<file path="src/rtl/hash_row_candidate_serializer.sv">
// Holds one post-hash row and serializes its valid history candidates, lowest lane first,
// one match request per cycle; rows without candidates emit a single empty-row beat.
module hash_row_candidate_serializer #(
  parameter int HASH_ISSUE_WIDTH     = 16,
  parameter int ADDR_WIDTH           = 32,
  parameter int META_MATCH_LEN_WIDTH = 3,
  localparam int LANE_W              = $clog2(HASH_ISSUE_WIDTH)
) (
  input  logic                                             clk,
  input  logic                                             rst,
  input  logic                                             input_valid,
  input  logic [ADDR_WIDTH-1:0]                            input_head_addr,
  input  logic [HASH_ISSUE_WIDTH-1:0]                      input_history_valid,
  input  logic [HASH_ISSUE_WIDTH*ADDR_WIDTH-1:0]           input_history_addr,
  input  logic [HASH_ISSUE_WIDTH*META_MATCH_LEN_WIDTH-1:0] input_meta_match_len,
  input  logic [HASH_ISSUE_WIDTH-1:0]                      input_meta_match_can_ext,
  input  logic [HASH_ISSUE_WIDTH*8-1:0]                    input_data,
  input  logic                                             input_delim,
  output logic                                             input_ready,
  output logic                                             output_valid,
  output logic                                             output_cand_valid,
  output logic [LANE_W-1:0]                                output_lane,
  output logic [ADDR_WIDTH-1:0]                            output_head_addr,
  output logic [ADDR_WIDTH-1:0]                            output_history_addr,
  output logic [META_MATCH_LEN_WIDTH-1:0]                  output_meta_match_len,
  output logic                                             output_meta_match_can_ext,
  output logic [HASH_ISSUE_WIDTH*8-1:0]                    output_data,
  output logic                                             output_last,
  output logic                                             output_delim,
  input  logic                                             output_ready,
  output logic [31:0]                                      perf_cand_cnt,
  output logic                                             dbg_state
);

  typedef enum logic {S_EMPTY = 1'b0, S_BUSY = 1'b1} state_e;

  state_e                          state_q, state_d;
  logic [HASH_ISSUE_WIDTH-1:0]     pend_q, pend_d;
  logic [ADDR_WIDTH-1:0]           head_q, head_d;
  logic [ADDR_WIDTH-1:0]           hist_addr_q [HASH_ISSUE_WIDTH];
  logic [ADDR_WIDTH-1:0]           hist_addr_d [HASH_ISSUE_WIDTH];
  logic [META_MATCH_LEN_WIDTH-1:0] meta_q [HASH_ISSUE_WIDTH];
  logic [META_MATCH_LEN_WIDTH-1:0] meta_d [HASH_ISSUE_WIDTH];
  logic [HASH_ISSUE_WIDTH-1:0]     can_ext_q, can_ext_d;
  logic [HASH_ISSUE_WIDTH*8-1:0]   data_q, data_d;
  logic                            delim_q, delim_d;
  logic [31:0]                     cnt_q, cnt_d;

  logic [LANE_W-1:0] lane_sel;
  logic              pend_empty;
  logic              is_last;
  logic              fire;
  logic              accept;

  // Lowest pending lane wins: scan downward so the last hit is the lowest index.
  always_comb begin
    lane_sel = '0;
    for (int i = HASH_ISSUE_WIDTH - 1; i >= 0; i--) begin
      if (pend_q[i]) lane_sel = LANE_W'(i);
    end
  end

  // Last beat when at most one candidate remains (zero covers the empty-row beat).
  assign pend_empty  = (pend_q == '0);
  assign is_last     = ((pend_q & (pend_q - 1'b1)) == '0);
  assign fire        = output_valid & output_ready;
  assign input_ready = (state_q == S_EMPTY) | (fire & is_last);
  assign accept      = input_valid & input_ready;
  assign dbg_state   = state_q;

  // Handshake: a beat transfers on output_valid & output_ready, a row on input_valid & input_ready;
  // all beat outputs come straight from held state, so they stay stable while stalled.
  always_comb begin
    output_valid              = 1'b0;
    output_cand_valid         = 1'b0;
    output_lane               = '0;
    output_head_addr          = '0;
    output_history_addr       = '0;
    output_meta_match_len     = '0;
    output_meta_match_can_ext = 1'b0;
    output_last               = 1'b0;
    output_delim              = 1'b0;
    output_data               = data_q;
    perf_cand_cnt             = cnt_q;
    if (state_q == S_BUSY) begin
      output_valid     = 1'b1;
      output_last      = is_last;
      output_delim     = delim_q & is_last;
      output_head_addr = head_q;
      if (!pend_empty) begin
        output_cand_valid         = 1'b1;
        output_lane               = lane_sel;
        output_head_addr          = head_q + ADDR_WIDTH'(lane_sel);
        output_history_addr       = hist_addr_q[lane_sel];
        output_meta_match_len     = meta_q[lane_sel];
        output_meta_match_can_ext = can_ext_q[lane_sel];
      end
    end
  end

  always_comb begin
    state_d     = state_q;
    pend_d      = pend_q;
    head_d      = head_q;
    hist_addr_d = hist_addr_q;
    meta_d      = meta_q;
    can_ext_d   = can_ext_q;
    data_d      = data_q;
    delim_d     = delim_q;
    cnt_d       = cnt_q;
    if (fire) begin
      pend_d[lane_sel] = 1'b0;
      if (is_last) state_d = S_EMPTY;
      if (!pend_empty && (cnt_q != 32'hFFFF_FFFF)) cnt_d = cnt_q + 32'd1;
    end
    // A new row overrides the drain to EMPTY so back-to-back rows have no bubble.
    if (accept) begin
      state_d   = S_BUSY;
      pend_d    = input_history_valid;
      head_d    = input_head_addr;
      can_ext_d = input_meta_match_can_ext;
      data_d    = input_data;
      delim_d   = input_delim;
      for (int i = 0; i < HASH_ISSUE_WIDTH; i++) begin
        hist_addr_d[i] = input_history_addr[i*ADDR_WIDTH +: ADDR_WIDTH];
        meta_d[i]      = input_meta_match_len[i*META_MATCH_LEN_WIDTH +: META_MATCH_LEN_WIDTH];
      end
    end
  end

  always_ff @(posedge clk or posedge rst) begin
    if (rst) begin
      state_q   <= S_EMPTY;
      pend_q    <= '0;
      head_q    <= '0;
      can_ext_q <= '0;
      data_q    <= '0;
      delim_q   <= 1'b0;
      cnt_q     <= '0;
      for (int i = 0; i < HASH_ISSUE_WIDTH; i++) begin
        hist_addr_q[i] <= '0;
        meta_q[i]      <= '0;
      end
    end else begin
      state_q     <= state_d;
      pend_q      <= pend_d;
      head_q      <= head_d;
      hist_addr_q <= hist_addr_d;
      meta_q      <= meta_d;
      can_ext_q   <= can_ext_d;
      data_q      <= data_d;
      delim_q     <= delim_d;
      cnt_q       <= cnt_d;
    end
  end

endmodule

</file>
<file path="config.mk">
export PLATFORM = sky130hd
export DESIGN_NAME = hash_row_candidate_serializer
export DESIGN_NICKNAME = d
export VERILOG_FILES = /design/src/rtl/hash_row_candidate_serializer.sv
export SDC_FILE = /design/constraint.sdc
export NUM_CORES = 2
export LEC_CHECK = 0
export ABC_AREA = 1
export BUFFER_PORTS_ARGS = -buffer_cell sky130_fd_sc_hd__clkbuf_2
export CAP_MARGIN = 20
export CORE_AREA = 2 2 385 387
export CTS_CLUSTER_SIZE = 25
export DETAILED_ROUTE_END_ITERATION = 8
export DIE_AREA = 0 0 387 389
export GPL_ROUTABILITY_DRIVEN = 0
export PLACE_DENSITY = 0.54
export SETUP_SLACK_MARGIN = 0.15
export SYNTH_ARGS = -nofsm -noshare
export SYNTH_HDL_FRONTEND = slang
export SYNTH_SLANG_ARGS = --single-unit
</file>
<file path="constraint.sdc">
create_clock -name clk -period 24 [get_ports clk]
set_clock_uncertainty 0.2 [all_clocks]
set_input_delay 2.4 -clock clk [delete_from_list [all_inputs] [get_ports clk]]
set_output_delay 2.4 -clock clk [all_outputs]
set_load 0.05 [all_outputs]
</file>
==> run_results.csv <==
group,metric,value,unit
outcome,status,"finished clean",
synthesis,postSynthAreaPerCell,8.18,um2
sta,layout_min_cycle_time,8.98,ns
pwr,comb_power_share,0.587,
synthesis,netlist_instances,5048,
route,first_pass_iters,6,
synthesis,syn_area,41300,um2
global_route,antenna_found_initial,54,
clock_tree,clk_latency,0.72,ns
clock_tree,cts_tree,"yes",
min_path,hp-class,"reg -> reg",
floorplan,initial_core_util,0.282,
final_layout,syn_to_final_growth,22.5,%
sta,fmax,111,MHz
pwr,powerDensity,178,nW/um2
pwr,power.share.clock,0.173,
floorplan,die_w,387,um
global_route,use_met3,0.0511,
sta,finalCritPeriodShare,0.374,
pwr,seqPwrFrac,0.239,
global_route,grt_max_degree,200,
pwr,p_switching,4.95,mW
global_route,gr-usage-met2,0.412,
route,wirelength,190000,um
final_layout,final_net_count,6611,
setup_path,critPathMaxFanout,57,
final_layout,fillCellCount,15600,
synthesis,synth_common_cells,"nand2_1, dfrtp_1, inv_1",
sta,relSlewSlack,0.265,
place,post-dp-hpwl,142000,um
setup_path,path_common_cell,"nand2_1",
clock_tree,cts-root-buf,"clkbuf_16",
route,route.antenna.remaining_nets,0,
global_route,grt_pass1_vias,37800,
place,io_buffers,994,
global_route,grt_pass1_wl,271000,um
setup_path,slowest_stage,"nand2_4",
synthesis,synth_area_leader_cell,"dfrtp_1",
global_route,busiest_layer,"met2",
clock_tree,htree_levels,3,
setup_path,path_buf_inv,3,
route,wl_per_cell,24.1,um
clock_tree,path_clk_slew,0.06,ns
sta,setup_violations,0,
setup_path,end_kind,"output pin",
clock_tree,postCtsHoldBufs,0,
pwr,p_leak,26.9,nW
synthesis,async_reset_ff_frac,1.00,
floorplan,die_h,389,um
floorplan,pin_count,995,
clock_tree,cts_made_buffers,97,
route,vias_per_cell,4.82,
pwr,swShare,0.550,
setup_path,critPathKind,"reg -> out",
pwr,p_int,4.05,mW
synthesis,synth_flop_cell,"dfrtp_1",
clock_tree,cts_resized,0,
sta,rsz0062_at_grt,"no",
floorplan,num_rows,141,
synthesis,synth-edff-count,0,
flow_run,drv_cap,0,
synthesis,synth_area_leaders,"dfrtp_1, a21oi_2, nand2_1",
clock_tree,cts_buffer_depth,3,
synthesis,synth.most_common_cell,"nand2_1",
global_route,gr-usage-met1,0.306,
sta,finalMaxSlewViolations,0,
route,vias,37900,
sta,worst_slew_pin_slew,1.10,ns
final_layout,layout-drive-gt1-share,0.300,
floorplan,fp.coreArea,147000,um2
sta,setup_tns,0,ns
setup_path,slowest_delay,0.64,ns
synthesis,ys_seq_area_frac,0.477,
floorplan,die_area,151000,um2
final_layout,final_core_util,0.345,
synthesis,syn_nets,5812,
global_route,overflow,0,
pwr,peakVddDrop,0.000117,V
synthesis,synth_top_cell_area_share,0.477,
route,first_iter_violations,2834,
route,drc,0,
setup_path,crit_family,"simple AND/OR/NAND/NOR gates",
synthesis,synth_seq_cells,786,
synthesis,yosysWarnings,0,
synthesis,ys_types,41,
global_route,track_usage,0.246,
setup_path,worstPathRequired,21.40,ns
clock_tree,clock_sinks,786,
setup_path,crit_path_start_kind,"flip-flop",
clock_tree,post_cts_buffers,0,
sta,hold_viol_final,0,
setup_path,arrival,6.38,ns
worst min-delay path: stages (launching register included):
cell,delay [ns]
dfrtp_1,0.33
nand2_1,0.05
nand2_1,0.04
stage by stage:
step / instance area, um2 / instances / worst slack (ns) / power, mW / hold WS [ns]
after global routing: 50500 / 7862 / 14.44 / 9.52 / 0.282
after global placement: 47200 / 7678 / 15.62 / 7.48 / 0.247
after floorplan: 41300 / 5048 / 10.62 / 5.63 / 0.233
final: 50600 / 7867 / 15.02 / 9.00 / 0.261
after CTS: 50500 / 7855 / 14.92 / 9.12 / 0.264
after detailed placement: 47200 / 7678 / 15.73 / 7.52 / 0.249
area by class of cell:
class | count | area [um2] | area share
clock buffer | 134 | 2800 | 0.0554
multi-input combinational | 3190 | 16900 | 0.334
sequential | 786 | 19700 | 0.389
antenna | 12 | 30.0 | 0.000594
inverter | 729 | 2750 | 0.0544
tap | 1930 | 2410 | 0.0478
clock inverter | 43 | 549 | 0.0109
timing repair buffer | 1043 | 5450 | 0.108
path summary, 6_finish.rpt:
path	cells past startpoint	to	slack [ns]	startpoint
max reg2reg	14	hist_addr_q[332]	17.38	pend_q[0]
min	2	meta_q[28]	0.26	meta_q[28]
max in group asynchronous	6	hist_addr_q[128]	18.43	rst
min reg2reg	2	meta_q[28]	0.26	meta_q[28]
min in group asynchronous	2	output_data[105]	1.67	rst
max	32	output_head_addr[26]	15.02	pend_q[14]
flip-flops by register name, summed over array words and instances, names as in the netlist:
| name | flops |
|---|---|
| hist_addr_q | 512 |
| output_data | 128 |
| meta_q | 48 |
| head_q | 32 |
| perf_cand_cnt | 32 |
| can_ext_q | 16 |
| pend_q | 16 |
| dbg_state | 1 |
| delim_q | 1 |
metal layers:
metal / up-vias / wire length, um
met4: 42 / 8540
met5: - / 276
met3: 352 / 12200
li1: 17700 / -
met1: 18400 / 77800
met2: 1436 / 91100
placed cells by master (no fill, tap or decap), drive strengths merged, types with 6 or more instances in the layout:
cell type  count
nand2        934
nand3b        68
nor4          11
nand3        616
buf           49
o211ai        12
inv          732
clkinv        25
a21oi        569
xor2          29
diode         12
xnor2         16
ha             6
nor2         663
clkbuf      1128
bufinv        10
dfrtp        786
nor3          29
o21ai         18
nand4        201
cell families (layout without fill, tap and decap cells):
| kind of cell | count (synthesis) | in the layout | synth area share |
|---|---|---|---|
| other | 0 | 12 | 0 |
| and+or+nand+nor | 2531 | 2531 | 0.271 |
| adders and majority gates | 7 | 7 | 0.00230 |
| DFF | 786 | 786 | 0.477 |
| buffers and inverters | 1072 | 1949 | 0.117 |
| AOI/OAI and AO/OA | 607 | 607 | 0.124 |
| xor gates and xnor gates | 45 | 45 | 0.00955 |
power by group through the flow:
stage / clock network (mW) / logic (mW) / registers, mW
after floorplan: 0 / 3.13 / 2.50
after global placement: 0 / 5.32 / 2.16
after detailed placement: 0 / 5.35 / 2.17
after CTS: 1.60 / 5.37 / 2.15
after global routing: 1.65 / 5.66 / 2.21
final: 1.56 / 5.29 / 2.15
(Power assumes the default switching activity.)
